<file path="src/rtl/set_compare_seq.sv">
// Digit-serial compare-and-set unit: subtracts a - b one DIGIT-bit chunk per
// cycle, LSB first, and turns the final Z/N/V/C flags into a set-instruction result.
module set_compare_seq #(
    parameter int WIDTH = 32,
    parameter int DIGIT = 8
) (
    input  logic             clk,
    input  logic             rst,
    input  logic             start,
    input  logic [2:0]       op,
    input  logic [WIDTH-1:0] in_a,
    input  logic [WIDTH-1:0] in_b,
    output logic             busy,
    output logic             done,
    output logic [WIDTH-1:0] result,
    output logic             zf
);
    localparam int NCHUNK = WIDTH / DIGIT;
    localparam int IW     = (NCHUNK > 1) ? $clog2(NCHUNK) : 1;
    localparam logic [IW-1:0] LAST = IW'(NCHUNK - 1);

    typedef enum logic [1:0] {S_IDLE, S_RUN, S_DONE} state_t;

    typedef struct packed {
        logic [2:0]       op;
        logic [WIDTH-1:0] a;
        logic [WIDTH-1:0] b;
    } req_t;

    state_t          state, state_nxt;
    req_t            req;
    logic            carry, nz;
    logic [IW-1:0]   idx;
    logic            accept;
    logic [DIGIT:0]  sum;
    logic [DIGIT-1:0] d;
    logic            c_out, c_msb_in, f_z, f_lt, f_ltu, flag;

    assign accept = start && (state == S_IDLE || state == S_DONE);
    assign busy   = (state == S_RUN);
    assign done   = (state == S_DONE);

    always_ff @(posedge clk) begin
        if (rst) state <= S_IDLE;
        else     state <= state_nxt;
    end

    always_comb begin
        state_nxt = state;
        case (state)
            S_IDLE:  if (start) state_nxt = S_RUN;
            S_RUN:   if (idx == LAST) state_nxt = S_DONE;
            S_DONE:  state_nxt = start ? S_RUN : S_IDLE;
            default: state_nxt = S_IDLE;
        endcase
    end

    // Operands shift right each chunk, so the active digit is always in the low bits.
    always_comb begin
        sum      = {1'b0, req.a[DIGIT-1:0]} + {1'b0, ~req.b[DIGIT-1:0]} + {{DIGIT{1'b0}}, carry};
        d        = sum[DIGIT-1:0];
        c_out    = sum[DIGIT];
        c_msb_in = req.a[DIGIT-1] ^ ~req.b[DIGIT-1] ^ d[DIGIT-1];
        f_z      = ~(nz | (|d));
        f_lt     = d[DIGIT-1] ^ (c_msb_in ^ c_out);
        f_ltu    = ~c_out;
        flag     = 1'b0;
        case (req.op)
            3'd0: flag = f_z;
            3'd1: flag = ~f_z;
            3'd2: flag = f_lt;
            3'd3: flag = ~f_lt & ~f_z;
            3'd4: flag = f_lt | f_z;
            3'd5: flag = ~f_lt;
            3'd6: flag = f_ltu;
            3'd7: flag = ~f_ltu;
            default: flag = 1'b0;
        endcase
    end

    always_ff @(posedge clk) begin
        if (rst) begin
            req    <= '0;
            carry  <= 1'b0;
            nz     <= 1'b0;
            idx    <= '0;
            result <= '0;
            zf     <= 1'b0;
        end else if (accept) begin
            req   <= '{op: op, a: in_a, b: in_b};
            carry <= 1'b1;
            nz    <= 1'b0;
            idx   <= '0;
        end else if (state == S_RUN) begin
            req.a <= req.a >> DIGIT;
            req.b <= req.b >> DIGIT;
            carry <= c_out;
            nz    <= nz | (|d);
            idx   <= idx + IW'(1);
            // Final chunk: flags are fully formed, publish the result on this edge.
            if (idx == LAST) begin
                result <= {{(WIDTH-1){1'b0}}, flag};
                zf     <= f_z;
            end
        end
    end
endmodule
</file>
<file path="config.mk">
export PLATFORM = sky130hd
export DESIGN_NAME = set_compare_seq
export DESIGN_NICKNAME = d
export VERILOG_FILES = /design/src/rtl/set_compare_seq.sv
export SDC_FILE = /design/constraint.sdc
export NUM_CORES = 1
export LEC_CHECK = 0
export BUFFER_PORTS_ARGS = -buffer_cell sky130_fd_sc_hd__buf_2
export CAP_MARGIN = 20
export CORE_MARGIN = 2
export CORE_UTILIZATION = 56
export CTS_CLUSTER_SIZE = 12
export DETAILED_ROUTE_END_ITERATION = 8
export PLACE_DENSITY = 0.82
export SYNTH_ARGS = -nofsm -noshare
export SYNTH_HDL_FRONTEND = slang
export SYNTH_SLANG_ARGS = --single-unit
</file>
<file path="constraint.sdc">
create_clock -name clk -period 4.91 [get_ports clk]
set_clock_uncertainty 0.05 [all_clocks]
set_input_delay 0.982 -clock clk [delete_from_list [all_inputs] [get_ports clk]]
set_output_delay 0.982 -clock clk [all_outputs]
set_load 0.01 [all_outputs]
</file>
==> run_results.csv, run 1 <==
group,metric,value,unit
worst_setup_path,timing.rr.start,"req[32]",
synthesis,avgSynthCellArea,8.644,sq um
power,vdd_drop_max,0.0002684,V
clock_network,cts_root_buf,"clkbuf_8",
power,leakage,1.728,nW
hold_path,hold_depth,2,
placed_design,dpl.hpwl,5343,microns
synthesis,synth_top_area_share,0.4175,
synthesis,yosys_warnings,0,
hold_path,hold_start,"zf",
drt,drtIter0Drc,278,
final_layout,finalInstanceArea,4123,sq um
synthesis,synthArstFlopShare,0,
final_layout,fin_nets,554,
clock_network,cts_tree,"built",
power,power.density,375.0,nW/um^2
worst_setup_path,worstPathMaxFanout,4,
worst_setup_path,crit_family,"adder cells",
die,core_area,6277,sq um
global_routing,grt_pass1_vias,2889,
global_routing,gr-total-overflow,0,
placed_design,port_buffers,73,
final_layout,layout_common_cells,"dfxtp_1, buf_2, a22oi_1, a21oi_1, nand2_1",
clock_network,cts_setup_buffers,0,
worst_setup_path,crit_buf_inv,1,
clock_network,numCtsBuffers,9,
global_routing,grt_util_all_layers,0.2312,
global_routing,grt_max_degree,65,
final_layout,synthToLayoutAreaGrowth,14.65,%
synthesis,netlist_instances,416,
synthesis,ys_top_cells_by_area,"dfxtp_1, a22oi_1, a21oi_1",
worst_setup_path,crit_path_end_kind,"flop",
synthesis,synth_edf_count,0,
flow_run,drv_cap,0,
die,die_x,84.14,microns
die,die_area,7079,sq um
worst_setup_path,r2r_setup_slack,1.99,ns
timing,fin_crit,2.924,ns
timing,worst_pin_slew,0.7003,ns
clock_network,clk_pin_slew,0.07,ns
worst_setup_path,r2r_end,"result[0]",
synthesis,synthesis.area,3596,sq um
drt,vias,3127,
timing,rsz0062_at_grt,"false",
drt,ant_nets,0,
clock_network,clock_sinks,75,
timing,setup_viol,0,
timing,post-route-period-util,0.5955,
worst_setup_path,path_cells,"inv_1, fa_1, fa_1, nor2b_4, o31a_1, o21ai_0, a21oi_1, nor4b_4, mux2i_1, a211oi_2",
final_layout,drive_gt1_frac,0.2134,
clock_network,clockBufferDepth,2,
worst_setup_path,crit_type,"reg2reg",
clock_network,cts_resized,0,
timing,slew_violations,0,
final_layout,final_common_cell,"dfxtp_1",
worst_setup_path,critPathSlowestCell,"fa_1",
timing,setup-tns-final,0,ns
synthesis,ys.flop_type,"dfxtp_1",
worst_setup_path,critical_path_arrival,3.07,ns
drt,drtPass1Iterations,6,
worst_setup_path,r2r_cells,10,
die,initial_core_util,0.5729,
synthesis,synth-seq-area-share,0.4175,
hold_path,hp-class,"reg2reg",
final_layout,n_antenna_cell,0,
clock_network,worstSkewPairLatency,0.34,ns
drt,wirelength,7929,microns
timing,maxSlewHeadroom,0.5331,
die,pin_count,105,
drt,drc,0,
worst_setup_path,worstSetupStartpointType,"flop",
global_routing,grt_pass1_wl,13340,microns
power,total_power,1.546,mW
worst_setup_path,slowest_delay,0.48,ns
timing,max_freq,342.0,MHz
die,std_cell_rows,29,
die,die_h,84.14,microns
synthesis,synth_seq_cells,75,
worst_setup_path,required,5.06,ns
timing,hold_viol_final,0,
synthesis,ys_types,44,
hold_path,hold_path_end,"zf",
drt,vias_per_cell,5.634,
worst_setup_path,cpMostUsedCell,"fa_1",
run_status,status,"finished, final reports clean",
synthesis,synth_area_leader_cell,"dfxtp_1",
clock_network,h-tree-depth,3,
clock_network,postCtsHoldBufs,0,
worst_setup_path,cp.depth,10,
placed_design,globalplace.congestion,0.8236,
global_routing,antenna_found_initial,0,
placed_design,placed_area,3874,sq um
drt,drt-wirelength-per-cell,14.29,microns
[worst register-to-register path: stages (launching register included)]
cell and delay, ns:
dfxtp_1 0.34, inv_1 0.07, fa_1 0.45, fa_1 0.48
nor2b_4 0.14, o31a_1 0.17, o21ai_0 0.20, a21oi_1 0.20
nor4b_4 0.34, mux2i_1 0.26, a211oi_2 0.09
[worst max-delay path by stage]
stage             from         to  slack [ns]
5_1_grt        req[32]  result[0]        1.86
6_report       req[32]  result[0]        1.99
4_1_cts        req[32]  result[0]        2.03
3_5_place_dp   req[32]  result[0]        2.11
2_1_floorplan  req[32]  result[0]        2.40
3_3_place_gp     start      carry        1.95
[layer usage]
metal / global-route usage / vias up / part of all wire
li1: - / 1529 / -
met1: 0.3105 / 1460 / 0.44
met2: 0.3644 / 117 / 0.48
met3: 0.04818 / 21 / 0.054
met4: 0.09531 / 0 / 0.025
met5: 0 / - / 0
[through the flow]
step | std cells | util | hold slack, ns | setup slack [ns]
6_report | 555 | 0.6568 | 0.4014 | 1.986
5_1_grt | 555 | 0.6568 | 0.4249 | 1.859
4_1_cts | 555 | 0.6568 | 0.4029 | 2.032
3_5_place_dp | 540 | 0.6171 | 0.3930 | 2.107
3_3_place_gp | 539 | 0.6139 | 0.3918 | 1.946
2_1_floorplan | 446 | - | 0.3860 | 2.396
[synthesized netlist by cell type (4+ instances only)]
library cell,instances
a211oi_1,9
a21oi_1,53
a22oi_1,57
buf_4,31
clkbuf_1,24
dfxtp_1,75
ha_1,8
inv_1,12
mux2i_1,9
nand2_1,50
nor2_1,28
nor2b_1,4
nor3_1,6
o21ai_0,5
[cell type report]
| cell class | instances | area, sq um |
|---|---|---|
| inverter | 12 | 45.04 |
| clock inverter | 4 | 97.59 |
| timing repair buffer | 77 | 407.9 |
| clock buffer | 11 | 151.4 |
| multi-input combinational | 299 | 1823 |
| fill | 509 | 2155 |
| sequential | 75 | 1501 |
| tap | 77 | 96.34 |
[kinds of logic (layout without fill, tap and decap cells)]
logic type / Yosys count / after routing / synth area share
flip-flops: 75 / 75 / 0.4175
XOR/XNOR: 6 / 6 / 0.01462
other: 1 / 31 / 0.001043
AO/OA/AOI/OAI: 137 / 137 / 0.2502
multiplexers: 10 / 10 / 0.02818
AND/OR/NAND/NOR: 105 / 105 / 0.1364
adder cells (fa/ha/maj): 10 / 10 / 0.03897
buffers and inverters: 72 / 104 / 0.1131
[state kept, by name (all words and copies together), names as in the netlist]
name / count
req: 67
state: 2
nz: 1
carry: 1
idx: 2
result: 1
zf: 1
[power by group]
part | leakage [nW] | internal (mW) | switching [mW]
Sequential | 0.616 | 0.650 | 0.0252
Combinational | 0.990 | 0.124 | 0.168
Clock | 0.122 | 0.363 | 0.216
Total | 1.73 | 1.14 | 0.410
Power figures use the tool's default switching activity.
==> inputs of run 2 (changes only) <==
--- a/config.mk
+++ b/config.mk
@@ -8,10 +8,10 @@
 export BUFFER_PORTS_ARGS = -buffer_cell sky130_fd_sc_hd__buf_2
 export CAP_MARGIN = 20
 export CORE_MARGIN = 2
-export CORE_UTILIZATION = 56
+export CORE_UTILIZATION = 52
 export CTS_CLUSTER_SIZE = 12
 export DETAILED_ROUTE_END_ITERATION = 8
-export PLACE_DENSITY = 0.82
+export PLACE_DENSITY = 0.77
 export SYNTH_ARGS = -nofsm -noshare
 export SYNTH_HDL_FRONTEND = slang
 export SYNTH_SLANG_ARGS = --single-unit
==> constraint.sdc (replaced) <==
create_clock -name clk -period 2.9 [get_ports clk]
set_clock_uncertainty 0.05 [all_clocks]
set_input_delay 0.58 -clock clk [delete_from_list [all_inputs] [get_ports clk]]
set_output_delay 0.58 -clock clk [all_outputs]
set_load 0.01 [all_outputs]
==> run 2 against run 1 <==
Effect of this change: core utilization fell by 4.7 points; highest routed layer unchanged; critical endpoint unchanged; largest cell class unchanged; hold slack better by 0.0067 ns; sequential power is 69% higher; critical path type unchanged.
==> run_results.csv, run 2 (synthesis gave the netlist of run 1 again) <==
group,metric,value,unit
final_layout,top_register,"req",
timing,worst_pin_slew,0.7067,ns
global_routing,grt_util_all_layers,0.2150,
worst_setup_path,crit_path_end_kind,"flop",
placed_design,dpl_worst_slack,0.1176,ns
global_routing,antenna_found_initial,0,
power,power.density,620.8,nW/um^2
worst_setup_path,required,3.04,ns
hold_path,hold_start,"req[2]",
drt,vias_per_cell,5.565,
worst_setup_path,r2r_setup_slack,0.13,ns
final_layout,n_fill_cell,589,
power,leakage,1.732,nW
clock_network,cts_setup_buffers,0,
placed_design,globalplace.congestion,0.8771,
final_layout,n_antenna_cell,0,
global_routing,grt_pass1_vias,2801,
hold_path,hold_depth,2,
drt,drtIter0Drc,225,
worst_setup_path,r2r_end,"result[0]",
global_routing,gr-total-overflow,0,
timing,fin_crit,2.767,ns
timing,setup-tns-final,0,ns
clock_network,clock_sinks,75,
timing,slew_violations,0,
flow_run,drv_cap,0,
drt,drtPass1Iterations,5,
drt,wirelength,7930,microns
drt,drc,0,
final_layout,synthToLayoutAreaGrowth,14.61,%
timing,maxSlewHeadroom,0.5229,
global_routing,grt_pass1_wl,13090,microns
clock_network,clockBufferDepth,2,
timing,setup_viol,0,
die,initial_core_util,0.5322,
final_layout,layout_common_cells,"dfxtp_1, buf_2, a22oi_1, a21oi_1, nand2_1",
die,die_h,87.16,microns
placed_design,dpl.hpwl,5436,microns
final_layout,largest_reg_flops,67,
worst_setup_path,worstPathMaxFanout,3,
timing,setup_ws,0.1330,ns
power,vdd_drop_max,0.0003661,V
clock_network,h-tree-depth,3,
die,pin_count,105,
clock_network,worstSkewPairLatency,0.34,ns
final_layout,fin_nets,556,
die,die_x,87.16,microns
clock_network,clk_pin_slew,0.07,ns
die,die_area,7597,sq um
worst_setup_path,r2r_cells,9,
run_status,status,"finished, final reports clean",
timing,max_freq,361.4,MHz
worst_setup_path,crit_type,"reg2reg",
final_layout,utilization,0.6100,
hold_path,hold_path_end,"req[2]",
final_layout,top_regs,"req (67), idx (2), state (2)",
die,std_cell_rows,30,
drt,vias,3122,
final_layout,final_common_cell,"dfxtp_1",
timing,post-route-period-util,0.9541,
die,core_area,6756,sq um
worst_setup_path,worstSetupStartpointType,"flop",
worst_setup_path,timing.rr.start,"req[32]",
clock_network,numCtsBuffers,9,
placed_design,port_buffers,73,
clock_network,cts_tree,"built",
drt,ant_nets,0,
worst_setup_path,critical_path_arrival,2.91,ns
final_layout,drive_gt1_frac,0.2183,
timing,hold_viol_final,0,
clock_network,cts_root_buf,"clkbuf_8",
hold_path,hp-class,"reg2reg",
drt,drt-wirelength-per-cell,14.14,microns
global_routing,grt_max_degree,64,
## run 2: changes by cell type in the layout (fill, tap and decap cells not counted), sizes merged
cell	previous run	this run
buf	77	79
bufinv	3	2
clkbuf	11	13
clkinv	0	1
clkinvlp	1	0
## run 2: layer usage
layer  GRT usage  vias up  wire (microns)
li1            -     1533               -
met1      0.2943     1473            3504
met2      0.3303       99            3807
met3     0.05024       17             454
met4     0.08112        0             164
met5           0        -               0
## run 2: where the power goes
part / internal, mW / total [mW] / leakage [nW] / switching [mW]
Clock: 0.557 / 0.923 / 0.120 / 0.366
Sequential: 1.10 / 1.14 / 0.616 / 0.0426
Combinational: 0.210 / 0.493 / 0.995 / 0.284
## run 2: worst max path at each step
stage               startpoint  cells past startpoint         to
global placement       req[32]                     10  result[0]
global route           req[32]                     10  result[0]
finish                 req[32]                      9  result[0]
floorplan              req[32]                     10  result[0]
detailed placement     req[32]                     10  result[0]
CTS                    req[32]                     10  result[0]
## run 2: critical path, stage by stage, from the launching register on
cell and delay, ns:
dfxtp_1 0.33, inv_1 0.05, fa_1 0.44, fa_1 0.46, xnor2_1 0.16, nor3_1 0.17, o311ai_0 0.26, nor4b_4 0.34
mux2i_1 0.26, a211oi_2 0.10
## run 2: area by class of cell
cell class	count	area [sq um]	share of cell area
clock buffer	13	168.9	0.04098
clock inverter	3	68.82	0.01670
inverter	12	45.04	0.01093
multi-input combinational	299	1827	0.4432
sequential	75	1501	0.3643
tap	80	100.1	0.02429
timing repair buffer	79	410.4	0.09958
## run 2: what timing repair did
item                                    CTS  global route
endpoints found under the setup margin    0             1
hold buffers                              0             0
endpoints found under the hold margin     0             0
gates resized for setup                   0             2
## run 2: metrics by stage
stage	power [mW]	hold WS (ns)	cell area (sq um)	instances
3_3_place_gp	1.629	0.3925	3880	545
2_1_floorplan	1.547	0.3860	3709	446
6_report	2.559	0.4080	4121	561
3_5_place_dp	1.647	0.3994	3880	545
4_1_cts	2.561	0.4104	4118	561
5_1_grt	2.688	0.4202	4121	561
==> inputs of run 3 (changes only) <==
--- a/config.mk
+++ b/config.mk
@@ -9,6 +9,7 @@
 export CAP_MARGIN = 20
 export CORE_MARGIN = 2
 export CORE_UTILIZATION = 52
+export CTS_CLUSTER_DIAMETER = 80
 export CTS_CLUSTER_SIZE = 12
 export DETAILED_ROUTE_END_ITERATION = 8
 export PLACE_DENSITY = 0.77
==> constraint.sdc (replaced) <==
create_clock -name clk -period 3 [get_ports clk]
set_clock_uncertainty 0.05 [all_clocks]
set_input_delay 0.6 -clock clk [delete_from_list [all_inputs] [get_ports clk]]
set_output_delay 0.6 -clock clk [all_outputs]
set_load 0.01 [all_outputs]
==> run 3 against run 2 <==
Effect of this change: clock-buffer cell count fell by 3; sequential share of layout area rose by 0.089 points; register-to-register slack improved by 0.08 ns; hold slack barely moved; combinational power fell by 3%; critical path type unchanged; largest cell class unchanged.
==> run_results.csv, run 3 (synthesis gave the netlist of run 1 again) <==
group,metric,value,unit
timing,maxSlewHeadroom,0.5456,
worst_setup_path,critical_path_arrival,2.96,ns
worst_setup_path,slowest_delay,0.46,ns
global_routing,grt_max_degree,34,
worst_setup_path,crit_family,"adder cells",
power,p_int,1.737,mW
die,initial_core_util,0.5322,
clock_network,clk_pin_slew,0.08,ns
drt,vias,3146,
power,p_sw,0.6824,mW
drt,drc,0,
hold_path,hp-class,"reg2reg",
final_layout,top_regs,"req (67), idx (2), state (2)",
clock_network,cts_resized,0,
clock_network,clock_sinks,75,
worst_setup_path,r2r_setup_slack,0.21,ns
final_layout,fin_nets,558,
placed_design,dpl.hpwl,5637,microns
worst_setup_path,crit_path_end_kind,"flop",
worst_setup_path,crit_buf_inv,1,
final_layout,drive_gt1_frac,0.2195,
worst_setup_path,path_cells,"inv_1, fa_1, fa_1, nor2b_4, o31a_1, o21ai_0, a21oi_1, nor4b_4, mux2i_1, a211oi_2",
worst_setup_path,worstSetupStartpointType,"flop",
global_routing,gr-total-overflow,0,
clock_network,numCtsBuffers,9,
die,core_area,6756,sq um
clock_network,h-tree-depth,3,
final_layout,n_antenna_cell,0,
clock_network,postCtsHoldBufs,0,
final_layout,largest_reg_flops,67,
clock_network,cts_setup_buffers,0,
worst_setup_path,cpMostUsedCell,"fa_1",
worst_setup_path,r2r_cells,10,
flow_run,drv_cap,0,
worst_setup_path,required,3.17,ns
global_routing,antenna_found_initial,0,
drt,drtPass1Iterations,7,
drt,drtIter0Drc,229,
worst_setup_path,crit_type,"reg2reg",
drt,vias_per_cell,5.588,
drt,wirelength,8043,microns
power,power.density,588.4,nW/um^2
global_routing,grt_pass1_vias,2900,
placed_design,port_buffers,73,
power,pwr-share-clk,0.347,
final_layout,layout_common_cells,"dfxtp_1, buf_2, a22oi_1, a21oi_1, nand2_1",
clock_network,worstSkewPairLatency,0.34,ns
clock_network,cts_tree,"built",
worst_setup_path,timing.rr.start,"req[32]",
die,die_x,87.16,microns
timing,rsz0062_at_grt,"false",
die,die_h,87.16,microns
timing,hold_ws,0.4081,ns
power,pwr-share-comb,0.197,
placed_design,globalplace.congestion,0.8959,
worst_setup_path,critPathSlowestCell,"fa_1",
hold_path,hold_start,"req[10]",
hold_path,hold_path_end,"req[10]",
timing,hold_viol_final,0,
worst_setup_path,worstPathMaxFanout,4,
power,leakage,1.724,nW
power,sw_frac_of_total,0.2821,
die,pin_count,105,
clock_network,clockBufferDepth,2,
power,vdd_drop_max,0.0003789,V
timing,post-route-period-util,0.9287,
die,std_cell_rows,30,
power,p_seq_frac,0.456,
die,die_area,7597,sq um
final_layout,synthToLayoutAreaGrowth,14.34,%
timing,setup-tns-final,0,ns
drt,drt-wirelength-per-cell,14.29,microns
global_routing,grt_util_all_layers,0.2164,
clock_network,cts_root_buf,"clkbuf_8",
timing,fin_crit,2.786,ns
timing,worst_pin_slew,0.6816,ns
global_routing,grt_pass1_wl,13000,microns
run_status,status,"finished, final reports clean",
timing,slew_violations,0,
final_layout,final_common_cell,"dfxtp_1",
final_layout,top_register,"req",
hold_path,hold_depth,2,
drt,ant_nets,0,
final_layout,n_fill_cell,595,
worst_setup_path,r2r_end,"result[0]",
timing,max_freq,358.9,MHz
timing,setup_viol,0,
## run 3: cell type report
class / count / area [sq um] / area share
clock buffer: 10 / 127.6 / 0.03104
clock inverter: 6 / 88.84 / 0.02161
inverter: 12 / 45.04 / 0.01096
multi-input combinational: 299 / 1823 / 0.4434
sequential: 75 / 1501 / 0.3652
tap: 80 / 100.1 / 0.02435
timing repair buffer: 81 / 425.4 / 0.1035
## run 3: worst register-to-register path: cells and delay by family, from the launching register on
family	cells	cell delay [ns]
adders and majority gates	2	0.88
AOI/OAI and AO/OA	4	0.65
and+or+nand+nor	2	0.43
DFF	1	0.35
muxes	1	0.25
buffers and inverters	1	0.07
## run 3: power by group through the flow
| stage | logic (mW) | registers [mW] | clock network (mW) |
|---|---|---|---|
| 3_3_place_gp | 0.457 | 1.12 | 0 |
| 4_1_cts | 0.475 | 1.10 | 0.854 |
| 2_1_floorplan | 0.382 | 1.11 | 0 |
| 5_1_grt | 0.532 | 1.11 | 0.892 |
| 3_5_place_dp | 0.472 | 1.13 | 0 |
| 6_report | 0.476 | 1.10 | 0.839 |
## run 3: how the worst max path moves through the flow
| stage | from | end | slack, ns | cells past startpoint |
|---|---|---|---|---|
| finish | req[32] | result[0] | 0.21 | 10 |
| global route | req[32] | result[0] | 0.06 | 10 |
| CTS | req[32] | result[0] | 0.24 | 10 |
| detailed placement | req[32] | result[0] | 0.26 | 10 |
| global placement | req[32] | result[0] | 0.34 | 10 |
| floorplan | req[32] | result[0] | 0.49 | 10 |
## run 3: layer usage
metal / up-vias / wire length [microns] / GRT usage
li1: 1545 / - / -
met1: 1483 / 3441 / 0.2686
met2: 99 / 3943 / 0.3602
met3: 19 / 442 / 0.04265
met4: 0 / 215 / 0.1035
met5: - / 0 / 0
## run 3: through the flow
stage | worst slack, ns | total power [mW] | util | cell area [sq um] | cells
floorplan | 0.4860 | 1.495 | - | 3709 | 446
global placement | 0.3415 | 1.580 | 0.5765 | 3895 | 547
detailed placement | 0.2640 | 1.598 | 0.5765 | 3895 | 547
CTS | 0.2416 | 2.432 | 0.6085 | 4111 | 563
global route | 0.05742 | 2.536 | 0.6085 | 4111 | 563
finish | 0.2140 | 2.419 | 0.6085 | 4111 | 563
